--- src/rtl/sc1602_rx_if.sv ---
// SC1602 LCD pin bundle: DB7..DB4, RS and E.
// master drives the pins, slave observes them.
interface sc1602_rx_if;
  logic [3:0] lcd_data;
  logic       lcd_rs;
  logic       lcd_enable;

  modport master (
    output lcd_data,
    output lcd_rs,
    output lcd_enable
  );

  modport slave (
    input lcd_data,
    input lcd_rs,
    input lcd_enable
  );
endinterface

--- src/rtl/sc1602_rx.sv ---
// SC1602 (HD44780) receiver: decodes the nibble stream
// into a 2x16 char buffer plus display-control state.
//
// Ports:
//   sys_clk, sys_rst_n : clock, async active-low reset
//   lcd (slave)        : lcd_data, lcd_rs, lcd_enable pins
//   rd_addr / rd_char  : buffer read, 1-cycle latency
//   byte_valid/_data/_rs : completed byte pulse and value
//   cursor             : DDRAM address counter
//   disp_on/cursor_on/blink_on : D, C, B bits
//   mode_4bit, busy, err_busy  : interface/busy state
// Optional: SC1602_RX_BUSY_CHECK_EN adds the busy timer
// and the sticky err_busy flag.
module sc1602_rx #(
  parameter int CLEAR_CYCLES = 41000,
  parameter int CMD_CYCLES   = 1000
) (
  input  logic              sys_clk,
  input  logic              sys_rst_n,
  sc1602_rx_if.slave        lcd,
  input  logic [4:0]        rd_addr,
  output logic [7:0]        rd_char,
  output logic              byte_valid,
  output logic [7:0]        byte_data,
  output logic              byte_rs,
  output logic [6:0]        cursor,
  output logic              disp_on,
  output logic              cursor_on,
  output logic              blink_on,
  output logic              mode_4bit,
  output logic              busy,
  output logic              err_busy
);

  logic [3:0] data_s1;
  logic [3:0] data_s2;
  logic [3:0] data_d;
  logic       rs_s1;
  logic       rs_s2;
  logic       rs_d;
  logic       en_s1;
  logic       en_s2;
  logic       en_d;
  logic       fall_q;
  logic [3:0] nib_q;
  logic       rs_q;

  logic       phase_lo;
  logic [3:0] hi_nib;
  logic       hi_rs;
  logic       inc;
  logic       sweep_on;
  logic [4:0] sweep_idx;

  logic       strobe;
  logic       byte_done;
  logic [7:0] cur_byte;
  logic       cur_rs;
  logic [7:0] hb;
  logic       seen;
  logic [6:0] step;

  logic       wr_en;
  logic [4:0] wr_idx;
  logic [7:0] wr_val;
  logic [7:0] mem [32];

  // data_d/rs_d are the samples paired with en_d, so on a
  // fall they hold the value seen with the last high E.
  always_ff @(posedge sys_clk or negedge sys_rst_n) begin
    if (!sys_rst_n) begin
      data_s1 <= '0;
      data_s2 <= '0;
      data_d  <= '0;
      rs_s1   <= 1'b0;
      rs_s2   <= 1'b0;
      rs_d    <= 1'b0;
      en_s1   <= 1'b0;
      en_s2   <= 1'b0;
      en_d    <= 1'b0;
      fall_q  <= 1'b0;
      nib_q   <= '0;
      rs_q    <= 1'b0;
    end else begin
      data_s1 <= lcd.lcd_data;
      data_s2 <= data_s1;
      data_d  <= data_s2;
      rs_s1   <= lcd.lcd_rs;
      rs_s2   <= rs_s1;
      rs_d    <= rs_s2;
      en_s1   <= lcd.lcd_enable;
      en_s2   <= en_s1;
      en_d    <= en_s2;
      fall_q  <= en_d & ~en_s2;
      nib_q   <= data_d;
      rs_q    <= rs_d;
    end
  end

  // Strobes landing in a clear sweep are dropped whole.
  assign strobe = fall_q & ~sweep_on;

  always_comb begin
    byte_done = 1'b0;
    cur_byte  = {nib_q, 4'h0};
    cur_rs    = rs_q;
    if (strobe) begin
      if (!mode_4bit) begin
        byte_done = 1'b1;
      end else if (phase_lo) begin
        byte_done = 1'b1;
        cur_byte  = {hi_nib, nib_q};
        cur_rs    = hi_rs;
      end
    end
  end

  // One-hot of the highest set bit selects the command.
  always_comb begin
    hb   = '0;
    seen = 1'b0;
    for (int i = 7; i >= 0; i--) begin
      hb[i] = cur_byte[i] & ~seen;
      seen  = seen | cur_byte[i];
    end
  end

  // DDRAM addressing: line 1 is 0x00-0x27, line 2 is
  // 0x40-0x67; stepping wraps between the two lines.
  always_comb begin
    step = cursor + 7'd1;
    if (inc) begin
      if (cursor == 7'h27) begin
        step = 7'h40;
      end else if (cursor == 7'h67) begin
        step = 7'h00;
      end
    end else begin
      step = cursor - 7'd1;
      if (cursor == 7'h40) begin
        step = 7'h27;
      end else if (cursor == 7'h00) begin
        step = 7'h67;
      end
    end
  end

  always_comb begin
    wr_en  = 1'b0;
    wr_idx = sweep_idx;
    wr_val = 8'h20;
    if (sweep_on) begin
      wr_en = 1'b1;
    end else if (byte_done && cur_rs) begin
      if (cursor[6:4] == 3'b000) begin
        wr_en  = 1'b1;
        wr_idx = {1'b0, cursor[3:0]};
        wr_val = cur_byte;
      end else if (cursor[6:4] == 3'b100) begin
        wr_en  = 1'b1;
        wr_idx = {1'b1, cursor[3:0]};
        wr_val = cur_byte;
      end
    end
  end

  always_ff @(posedge sys_clk) begin
    if (wr_en) begin
      mem[wr_idx] <= wr_val;
    end
  end

  always_ff @(posedge sys_clk or negedge sys_rst_n) begin
    if (!sys_rst_n) begin
      rd_char <= '0;
    end else begin
      rd_char <= mem[rd_addr];
    end
  end

  always_ff @(posedge sys_clk or negedge sys_rst_n) begin
    if (!sys_rst_n) begin
      byte_valid <= 1'b0;
      byte_data  <= '0;
      byte_rs    <= 1'b0;
      cursor     <= '0;
      disp_on    <= 1'b0;
      cursor_on  <= 1'b0;
      blink_on   <= 1'b0;
      mode_4bit  <= 1'b0;
      inc        <= 1'b1;
      phase_lo   <= 1'b0;
      hi_nib     <= '0;
      hi_rs      <= 1'b0;
      sweep_on   <= 1'b1;
      sweep_idx  <= '0;
    end else begin
      byte_valid <= byte_done;
      if (sweep_on) begin
        sweep_idx <= sweep_idx + 5'd1;
        if (sweep_idx == 5'd31) begin
          sweep_on <= 1'b0;
        end
      end
      if (strobe && mode_4bit) begin
        if (!phase_lo) begin
          hi_nib   <= nib_q;
          hi_rs    <= rs_q;
          phase_lo <= 1'b1;
        end else begin
          phase_lo <= 1'b0;
        end
      end
      if (byte_done) begin
        byte_data <= cur_byte;
        byte_rs   <= cur_rs;
        if (cur_rs) begin
          cursor <= step;
        end else begin
          unique case (1'b1)
            hb[7]: cursor <= cur_byte[6:0];
            hb[6], hb[4]: begin
            end
            hb[5]: begin
              if (!cur_byte[4]) begin
                mode_4bit <= 1'b1;
                phase_lo  <= 1'b0;
              end else begin
                mode_4bit <= 1'b0;
              end
            end
            hb[3]: begin
              disp_on   <= cur_byte[2];
              cursor_on <= cur_byte[1];
              blink_on  <= cur_byte[0];
            end
            hb[2]: inc <= cur_byte[1];
            hb[1]: cursor <= '0;
            hb[0]: begin
              cursor    <= '0;
              inc       <= 1'b1;
              sweep_on  <= 1'b1;
              sweep_idx <= '0;
            end
            default: begin
            end
          endcase
        end
      end
    end
  end

`ifdef SC1602_RX_BUSY_CHECK_EN
  logic        is_long;
  logic [31:0] cnt;

  assign is_long = ~cur_rs & (hb[0] | hb[1]);

  always_ff @(posedge sys_clk or negedge sys_rst_n) begin
    if (!sys_rst_n) begin
      cnt      <= '0;
      err_busy <= 1'b0;
    end else begin
      if (byte_done) begin
        cnt <= is_long ? 32'(CLEAR_CYCLES)
                       : 32'(CMD_CYCLES);
      end else if (cnt != 32'd0) begin
        cnt <= cnt - 32'd1;
      end
      if (strobe && cnt != 32'd0) begin
        err_busy <= 1'b1;
      end
    end
  end

  assign busy = sweep_on | (cnt != 32'd0);
`else
  logic unused_cfg;

  assign unused_cfg = ^{CLEAR_CYCLES, CMD_CYCLES};
  assign busy       = sweep_on;
  assign err_busy   = 1'b0;
`endif

endmodule

--- src/flat_wrapper.sv ---
// flat-port wrapper written by rule: the top's interface ports become plain ports
module sc1602_rx_flat 
#(
  parameter int CLEAR_CYCLES = 41000,
  parameter int CMD_CYCLES   = 1000
)
  (sys_clk, sys_rst_n, rd_addr, rd_char, byte_valid, byte_data, byte_rs, cursor, disp_on, cursor_on, blink_on, mode_4bit, busy, err_busy, lcd_lcd_data, lcd_lcd_rs, lcd_lcd_enable);
  sc1602_rx_if lcd_i ();
  input  logic sys_clk;
  input  logic sys_rst_n;
  input  logic [4:0] rd_addr;
  output logic [7:0] rd_char;
  output logic byte_valid;
  output logic [7:0] byte_data;
  output logic byte_rs;
  output logic [6:0] cursor;
  output logic disp_on;
  output logic cursor_on;
  output logic blink_on;
  output logic mode_4bit;
  output logic busy;
  output logic err_busy;
  input wire logic [$bits(lcd_i.lcd_data)-1:0] lcd_lcd_data;
  input wire logic [$bits(lcd_i.lcd_rs)-1:0] lcd_lcd_rs;
  input wire logic [$bits(lcd_i.lcd_enable)-1:0] lcd_lcd_enable;
  assign lcd_i.lcd_data = lcd_lcd_data;
  assign lcd_i.lcd_rs = lcd_lcd_rs;
  assign lcd_i.lcd_enable = lcd_lcd_enable;
  sc1602_rx #(.CLEAR_CYCLES(CLEAR_CYCLES), .CMD_CYCLES(CMD_CYCLES)) u_core (.sys_clk(sys_clk), .sys_rst_n(sys_rst_n), .lcd(lcd_i), .rd_addr(rd_addr), .rd_char(rd_char), .byte_valid(byte_valid), .byte_data(byte_data), .byte_rs(byte_rs), .cursor(cursor), .disp_on(disp_on), .cursor_on(cursor_on), .blink_on(blink_on), .mode_4bit(mode_4bit), .busy(busy), .err_busy(err_busy));
endmodule
--- config.mk ---
export PLATFORM = sky130hd
export DESIGN_NAME = sc1602_rx_flat
export DESIGN_NICKNAME = d
export VERILOG_FILES = /design/src/rtl/sc1602_rx_if.sv /design/src/rtl/sc1602_rx.sv /design/src/flat_wrapper.sv
export SDC_FILE = /design/constraint.sdc
export NUM_CORES = 1
export LEC_CHECK = 0
export BUFFER_PORTS_ARGS = -buffer_cell sky130_fd_sc_hd__buf_4
export CORE_MARGIN = 3
export CORE_UTILIZATION = 45
export DETAILED_ROUTE_END_ITERATION = 10
export GPL_ROUTABILITY_DRIVEN = 0
export GPL_TIMING_DRIVEN = 0
export PLACE_DENSITY_LB_ADDON = 0.3
export SETUP_SLACK_MARGIN = 0.5
export SLEW_MARGIN = 10
export SYNTH_ARGS = -nofsm -noshare
export SYNTH_HDL_FRONTEND = slang
export SYNTH_SLANG_ARGS = --single-unit
export TNS_END_PERCENT = 20
--- constraint.sdc ---
create_clock -name sys_clk -period 3.2 [get_ports sys_clk]
set_input_delay 0.32 -clock sys_clk [delete_from_list [all_inputs] [get_ports sys_clk]]
set_output_delay 0.32 -clock sys_clk [all_outputs]
set_load 0.005 [all_outputs]
* Yosys cells after proc, flatten, opt, wreduce, memory -nomap -nowiden *
Memory sizes are Yosys's and may differ from the RTL's. A register that Yosys moved wholly into a read port is not among the register bits.
Index checks and enable logic that the tools add are counted.

operators by class
  $add $sub $neg = 3
  equal/unequal tests = 5
  muxes and demuxes = 47
  bitwise logic cells = 22
  reductions and logical operators = 13

operator list
  kind                                                                count
  8-bit 2-to-1 mux                                                    7
  7-bit 2-to-1 mux                                                    6
  5-bit 2-to-1 mux                                                    8
  1-bit 2-to-1 mux                                                    24
  7-bit == test, second input constant                                2
  7-bit one-hot mux with 2 select lines                               1
  1-bit inverter                                                      9
  3-bit AND reduction                                                 3
  7-bit by 1-bit adder with 7-bit output, second input constant       1
  1-bit bitwise AND                                                   7
  7-bit by 6-bit == test with 1-bit output, second input constant     1
  7-bit logical NOT                                                   1
  7-bit by 1-bit subtractor with 7-bit output, second input constant  1
  1-bit bitwise OR                                                    6
  5-bit by 1-bit adder with 5-bit output, second input constant       1
  5-bit == test, second input constant                                1
  2-bit AND reduction                                                 2
  3-bit == test, second input constant                                1
  3-bit logical NOT                                                   1
  3-bit nonzero test                                                  1
  1-bit logical AND                                                   2
  1-bit one-hot mux with 2 select lines                               1
  2-bit nonzero test                                                  1
  2-bit OR reduction                                                  1
  1-bit logical NOT                                                   1

word-level totals
  bits in registers = 58
  bits in writable memories = 256
  output and inout port bits = 31
  word-level logic and storage cells = 117
  memories = 1

memories
  name        words  bits a word  rd ports  clocked after Yosys merged registers in  write ports  line             RTL
  u_core.mem  32     8            1         1                                        1            sc1602_rx.sv:66  logic [7:0] mem [32];

* Logic depth before layout (Yosys ltp) *
Gate-level depths: netlist of the first run.

  depth after elaboration = 14
  depth in mapped cells = 7
  gate-level depth less buffers = 7

* Worst setup path after synthesis of the first run *
OpenSTA, ideal clock, no wires.

  path type = reg2reg
  start point = reg u_core.sweep_on, in the netlist u_core.busy
  end point = mem u_core.mem[0][4] (data pin)
  setup time = 0.351 ns
  arrival time = 2.327 ns
  required time = 2.849 ns
  path slack = 0.522 ns
  cell stages (with the launch flop) = 7
  buffers on the path = 2
  clock period less this slack = 2.678 ns
  path through = dfstp_2 and4b_1 mux2i_1 or3_1 buf_6 buf_6 nor2_1

between the ends
  word-level cells in the longest chain between the ends = 7
  elaborated cells on any way between the ends = 10
  classes of those cells = 7 x mux; 2 x bitwise; 1 x reduce/logical

RTL lines
  element                     line              RTL
  start, declared             sc1602_rx.sv:52   logic sweep_on;
  start signal, assigned      sc1602_rx.sv:195  sweep_on <= 1'b1;
  start signal, assigned      sc1602_rx.sv:202  sweep_on <= 1'b0;
  start signal, assigned      sc1602_rx.sv:242  sweep_on <= 1'b1;
  1-bit inverter              sc1602_rx.sv:101  assign strobe = fall_q & ~sweep_on;
  1-bit bitwise AND           sc1602_rx.sv:101
  8-bit 2-to-1 mux            sc1602_rx.sv:107  if (strobe) begin
  8-bit 2-to-1 mux            sc1602_rx.sv:159  end else if (cursor[6:4] == 3'b100) begin
  8-bit 2-to-1 mux            sc1602_rx.sv:155  if (cursor[6:4] == 3'b000) begin
  8-bit 2-to-1 mux            sc1602_rx.sv:154  end else if (byte_done && cur_rs) begin
  8-bit 2-to-1 mux (*)        sc1602_rx.sv:152  if (sweep_on) begin
  named net u_core.wr_val[4]  sc1602_rx.sv:65   logic [7:0] wr_val;
  end, declared               sc1602_rx.sv:66

The timed path passes the listed nets; every way through them passes the cells marked *.

* Worst setup path in the final report of the first run *
  start point = reg u_core.sweep_on, in the netlist u_core.busy
  end point = mem u_core.mem[8][1], enable pin

between the ends
  word-level cells in the longest chain between the ends = 8
  elaborated cells on any way between the ends = 11
  classes of those cells = 8 x mux; 2 x bitwise; 1 x reduce/logical

RTL lines
  element                                 line              RTL
  1-bit inverter                          sc1602_rx.sv:101
  1-bit bitwise AND                       sc1602_rx.sv:101
  1-bit 2-to-1 mux                        sc1602_rx.sv:107
  1-bit logical AND                       sc1602_rx.sv:154
  1-bit 2-to-1 mux                        sc1602_rx.sv:154
  1-bit 2-to-1 mux                        sc1602_rx.sv:152
  1-bit 2-to-1 mux                        sc1602_rx.sv:168  if (wr_en) begin
  1-bit 2-to-1 mux (not written as such)  sc1602_rx.sv:169  mem[wr_idx] <= wr_val;

Parallel ways exist; a longest one is shown, timed or not.

==> qor.yml, run 1 <==
antenna_found_initial: 0
hold_path_class: "flip-flop to flip-flop"
grt_pass1_vias: 7236
pwr-share-clk_pct: 40.2
syn_area_mm2: 0.0128
setup_tns_ns: 0
die_w_um: 175
syn2layout_area_growth_pct: 17.9
cp_num_cells: 7
synth_top_area_share_pct: 60.1
finalCritPeriodShare_pct: 89.2
grt_util_all_layers_pct: 18.4
synth_cell_types: 54
fp.dieArea_mm2: 0.0305
root_buffer: "clkbuf_16"
synth.area.top_cells: "edfxtp_1 60%, dfrtp_1 13%, mux4_2 11%, o22ai_1 1.6%, nor2_1 1.6%"
yosysWarnings: 0
max_freq_ghz: 0.350
port_buffers: 37
cp_data_arrival_time_ns: 3.01
leakage_uw: 0.00541
r2r_start: "u_core.busy"
slew_headroom_pct: 37.8
synth_seq_cells: 322
clock_latency_ns: 0.52
synth-edff-count: 256
drive_above_1_share_pct: 28.8
drt_iter0_markers: 662
p_int_uw: 7540
worstHoldPathCells: 0
maxCapViolations: 0
yosys.area.top_type: "edfxtp_1"
postSynthCellCount: 711
overflow: 0
h-tree-depth: 2
crit_path_start_kind: "flip-flop"
finalHoldViolations: 0
finalSetupViolations: 0
ant_nets: 0
clock_skew_ns: 0.0239
core_mm2: 0.0279
wirelength_mm: 27.5
syn_nets: 729
r2r-end: "u_core.mem[8][1]"
power_density_mw_per_mm2: 658
ys.flop_type: "edfxtp_1"
r2r_setup_slack_ns: 0.35
viasPerCell: 5.76
path_clk_slew_ns: 0.06
synth_top_family_by_area: "multiplexers"
clock-sinks: 322
multi_input_area_mm2: 0.00344
synthMuxAreaShare_pct: 14.1
routedWlPerCell_um: 22.9
ir_worst_vdd_mv: 0.471
drtPass1Iterations: 5
drc: 0
start_util_pct: 45.9
crit_family: "simple AND/OR/NAND/NOR gates"
min_period_ns: 2.85
power_uw: 9920
syn_avg_cell_area_um2: 18.0
slowest_delay_ns: 0.57
die_h_um: 175
min-delay-start: "u_core.data_d[3]"
p_sw_uw: 2390
synth-simple-area-share_pct: 6.01
tightestPinTransition_ns: 0.933
r2r_cells: 7
synthAdderAreaFrac_pct: 0.489
worst_hold_path.endpoint: "u_core.nib_q[3]"
slew_viol_final: 0
post-dp-hpwl_mm: 18.0
combPwrFrac_pct: 10.8
grt_pass1_wl_mm: 42.8
diodes: 0
num-fill-cells: 2148
status: "completed"
ios: 44
cp-end-kind: "flip-flop"
async_reset_ff_share_pct: 20.5
p_seq_share_pct: 49.0
rsz0062_at_grt: "true"
seq_area_mm2: 0.00934
via_count: 6918
num_rows: 61
clk_path_buf_depth: 3
synth-compound-area-share_pct: 4.21
p_sw_share_pct: 24.1
worstPathMaxFanout: 10
yosysSeqAreaShare_pct: 73.1
worst_path_max_delay_cell: "dfstp_2"
critPathRequiredTime_ns: 3.35
tritoncts: "yes"
synth-xor-area-share_pct: 0.342
grt_max_degree: 67
crit_chain: "and4b_1, mux2i_1, buf_2, nor3_4, a22oi_2, buf_4, nor2_2"
final_nets: 816
numCtsBuffers: 34
crit_type: "flip-flop to flip-flop"
cp_num_buf_inv: 2
==> how the worst max path moves through the flow <==
stage                          start  slack, ns                to
detailed placement       u_core.busy     -0.009  u_core.mem[9][4]
CTS                      u_core.busy       0.30  u_core.mem[4][4]
finish                   u_core.busy       0.35  u_core.mem[8][1]
floorplan                u_core.busy       0.52  u_core.mem[0][4]
global placement         u_core.busy      -0.70  u_core.mem[0][2]
global route        u_core.mode_4bit       0.23  u_core.mem[8][6]
==> routing by layer <==
layer / track usage, % / share of wire [%] / vias to the layer above
met3: 3.74 / 6.5 / 59
met4: 5.95 / 2.6 / 0
li1: - / - / 3021
met2: 29.4 / 49 / 238
met5: 0 / 0 / -
met1: 25.6 / 42 / 3600
==> kinds of logic after synthesis <==
family,count (synthesis)
DFF,322
muxes,91
xor gates and xnor gates,5
other,1
adders and majority gates,5
and+or+nand+nor,152
buffers and inverters,52
AOI/OAI and AO/OA,83
==> state kept, by name, summed over array words and instances, names as in the netlist, 4 cells and up <==
register          cells
u_core.mem          256
u_core.byte_data      8
u_core.data_s2        4
u_core.cursor         7
u_core.sweep_idx      5
u_core.hi_nib         4
u_core.data_d         4
u_core.nib_q          4
u_core.rd_char        8
u_core.data_s1        4
==> layout make-up <==
type | count | share of cell area, %
flip-flops and latches | 322 | 62.0
multi-input cells | 337 | 22.8
clock buffers | 43 | 6.01
well taps | 378 | 3.14
repair buffers | 51 | 3.00
clock inverters | 19 | 1.56
plain buffers | 39 | 1.19
inverters | 13 | 0.324
==> power groups by stage <==
| stage | combinational (uW) | sequential, uW | clock (uW) |
|---|---|---|---|
| finish | 1070 | 4860 | 3990 |
| global route | 1170 | 4890 | 4230 |
| CTS | 1050 | 4850 | 4050 |
| detailed placement | 1020 | 4930 | 0 |
| global placement | 972 | 4920 | 0 |
| floorplan | 634 | 4880 | 0 |
==> synth_stat cells (7+ instances only) <==
cell,instances
a21oi_1,10
buf_2,10
clkbuf_1,22
dfrtp_1,64
edfxtp_1,256
inv_1,13
mux2_2,10
mux2i_1,9
mux4_2,65
nand2_1,24
nand3_1,8
nand3b_1,10
nor2_1,54
nor2b_1,7
nor3_1,11
nor4_1,9
o21ai_0,12
o22ai_1,33
==> what timing repair did <==
item	in CTS	in global routing
hold buffers	7	0
endpoints found under the setup margin	346	440
endpoints found under the hold margin	70	0
pin swaps	0	3
gates resized for setup	41	13
buffers inserted	0	3
==> per-stage QoR <==
step	instance area, um^2	cells	hold slack (ns)	setup slack [ns]	utilization (%)
final	15100	1202	0.344	0.345	54.1
after CTS	15000	1199	0.353	0.297	53.8
after global routing	15100	1202	0.353	0.231	54.1
after floorplan	12800	711	0.0244	0.522	-
after detailed placement	13600	1130	0.336	-0.00868	48.9
after global placement	13500	1126	0.336	-0.697	48.6
==> cell usage in the layout, fill, tap and decap left out, drive strengths merged, types with 5 or more instances in the layout <==
cell / synthesis / routed
edfxtp: 256 / 256
dlygate4sd3: 0 / 7
nand3b: 10 / 10
nor2: 54 / 54
ha: 5 / 5
buf: 17 / 61
nor2b: 7 / 7
a21oi: 10 / 10
o21ai: 12 / 12
mux2: 13 / 13
nor3: 12 / 12
nand2: 24 / 24
mux2i: 13 / 13
and3: 5 / 5
dfrtp: 64 / 64
o22ai: 33 / 33
inv: 13 / 13
clkbuf: 22 / 65
nand3: 8 / 8
nor4: 9 / 9
clkinv: 0 / 14
mux4: 65 / 65
bufinv: 0 / 5
No activity file was read; power rests on OpenSTA's default activity.
==> run 2, diff against run 1 <==
- CTS_BUF_LIST: not set -> sky130_fd_sc_hd__clkbuf_8
==> run 2 against run 1 <==
  * Clock skew up 0.012 ns
  * Via count up 1.8%
  * Count of clock-buffer cells in the layout up 9
  * Critical path type unchanged
  * Maximum frequency down 2.4%
==> qor.yml, run 2 (synthesis gave the netlist of run 1 again) <==
status: "completed"
grt_pass1_wl_mm: 42.7  # -0.18%
power_uw: 9190  # -7.3%
mostFrequentLayoutCells: "256 x edfxtp_1, 65 x mux4_2, 64 x dfrtp_1"
syn2layout_area_growth_pct: 16.7
r2r-end: "u_core.mem[0][2]"
placed_cell_area_mm2: 0.0136  # unchanged
final_common_cell: "edfxtp_1"
drc: 0  # unchanged
start_util_pct: 45.9  # unchanged
finalSetupViolations: 0  # unchanged
drive_above_1_share_pct: 30.4  # +1.6 points
largest_reg_flops: 256  # unchanged
num_rows: 61  # unchanged
die_w_um: 175  # unchanged
drt_iter0_markers: 598  # -9.7%
cp-end-kind: "flip-flop"
max_freq_ghz: 0.342  # -2.4%
worst_hold_path.endpoint: "u_core.data_d[3]"
hold_path_class: "flip-flop to flip-flop"
final_util_pct: 53.6  # -0.55 points
rsz0062_at_grt: "true"
viasPerCell: 5.69  # -1.1%
ir_worst_vdd_mv: 0.448  # -5.0%
top_register: "u_core.mem"
overflow: 0  # unchanged
worstPathMaxFanout: 10  # unchanged
via_count: 7041  # +1.8%
cp-startpoint: "u_core.busy"
r2r_setup_slack_ns: 0.28  # -0.07 ns
port_buffers: 37  # unchanged
r2r_cells: 7  # unchanged
worst_slack_ns: 0.275  # -0.0701 ns
wirelength_mm: 27.7  # +0.77%
path_clk_slew_ns: 0.06  # about the same
finalHoldViolations: 0  # unchanged
h-tree-depth: 2  # unchanged
final_nets: 836  # +2.5%
place_ws_ns: -0.00868  # unchanged
crit_type: "flip-flop to flip-flop"
maxCapViolations: 0  # unchanged
final_area_mm2: 0.0149  # -1.0%
clock_skew_ns: 0.0356  # +0.0118 ns
routedWlPerCell_um: 22.4  # -2.1%
num-fill-cells: 2182  # +1.6%
ios: 44  # unchanged
leakage_uw: 0.00541  # about the same
min_period_ns: 2.92  # +0.0701 ns
ant_nets: 0  # unchanged
fp.dieArea_mm2: 0.0305  # unchanged
crit_path_start_kind: "flip-flop"
slew_viol_final: 0  # unchanged
drtPass1Iterations: 5  # unchanged
core_mm2: 0.0279  # unchanged
worstHoldPathCells: 0  # unchanged
tritoncts: "yes"
grt_util_all_layers_pct: 18.3  # -0.034 points
numCtsBuffers: 51  # +50%
diodes: 0  # unchanged
cp_data_arrival_time_ns: 3.13  # +0.12 ns
r2r_start: "u_core.busy"
setup_tns_ns: 0  # unchanged
min-delay-start: "u_core.data_s2[3]"
root_buffer: "clkbuf_8"
critPathRequiredTime_ns: 3.40  # +0.05 ns
power_density_mw_per_mm2: 616  # -6.4%
tightestPinTransition_ns: 0.961  # +0.0289 ns
clock-sinks: 322  # unchanged
antenna_found_initial: 0  # unchanged
finalCritPeriodShare_pct: 91.4  # +2.2 points
die_h_um: 175  # unchanged
clock_latency_ns: 0.58  # +0.06 ns
grt_max_degree: 67  # unchanged
reg_top3: "u_core.mem (256), u_core.byte_data (8), u_core.rd_char (8)"
clk_path_buf_depth: 3  # unchanged
slew_headroom_pct: 35.9  # -1.9 points
post-dp-hpwl_mm: 18.0  # unchanged
grt_pass1_vias: 7342  # +1.5%
[run 2: cell count changes in the layout (fill, tap and decap cells not counted), moves of 2 or more]
cell       before  now
bufinv_16       5    2
buf_4          40   43
clkbuf_16      35    0
clkinv_1        6   13
inv_6           0    2
clkinv_8        2    0
clkinv_2        6   13
inv_1          13   24
nor2_2         19   17
clkbuf_8        0   52
nor2_4         16   18
clkbuf_1       29   22
[run 2: worst max path at each step]
stage / to / slack, ns / depth (start not counted)
5_1_grt: u_core.mem[0][0] / 0.18 / 7
3_5_place_dp: u_core.mem[9][4] / -0.009 / 6
6_report: u_core.mem[0][2] / 0.28 / 7
2_1_floorplan: u_core.mem[0][4] / 0.52 / 6
3_3_place_gp: u_core.mem[0][2] / -0.70 / 6
4_1_cts: u_core.mem[19][3] / 0.28 / 6
[run 2: report_power, final]
| group | switching, uW | internal (uW) |
|---|---|---|
| registers | 210 | 4660 |
| logic | 612 | 464 |
| clock network | 1560 | 1690 |
| total | 2380 | 6810 |
[run 2: layer usage]
| layer | GRT usage, % | wire length [um] | vias up | share of wire (%) |
|---|---|---|---|---|
| met4 | 5.02 | 550 | 0 | 2.0 |
| met1 | 25.4 | 11400 | 3627 | 41 |
| li1 | - | - | 3075 | - |
| met5 | 0 | 0 | - | 0 |
| met3 | 3.98 | 2160 | 49 | 7.8 |
| met2 | 29.9 | 13600 | 290 | 49 |
[run 2: worst max-delay path, stage by stage (launching register included)]
cell     delay, ns
dfstp_2       0.56
and4b_1       0.24
mux2i_1       0.14
or3_1         0.37
buf_6         0.15
buf_6         0.17
mux2i_4       0.26
nor2_1        0.65
[run 2: stage by stage]
stage | cells | hold WS [ns]
global route | 1237 | 0.343
detailed placement | 1130 | 0.336
CTS | 1231 | 0.338
finish | 1237 | 0.326
global placement | 1126 | 0.336
floorplan | 711 | 0.0244
[run 2: cell type report]
| type | count | area (um^2) | area share, % |
|---|---|---|---|
| sequential | 322 | 9340 | 62.6 |
| multi-input combinational | 337 | 3450 | 23.1 |
| clock buffer | 52 | 716 | 4.80 |
| timing repair buffer | 54 | 474 | 3.18 |
| tap | 378 | 473 | 3.17 |
| clock inverter | 42 | 241 | 1.62 |
| buffer | 39 | 178 | 1.19 |
| inverter | 13 | 48.8 | 0.327 |
[run 2: repair_timing]
action | CTS | global route
resized for setup | 38 | 16
buffers inserted | 0 | 6
endpoints found under the hold margin | 70 | 0
endpoints found under the setup margin | 372 | 420
hold buffers | 7 | 0
pin swaps | 0 | 4
gates cloned | 0 | 0
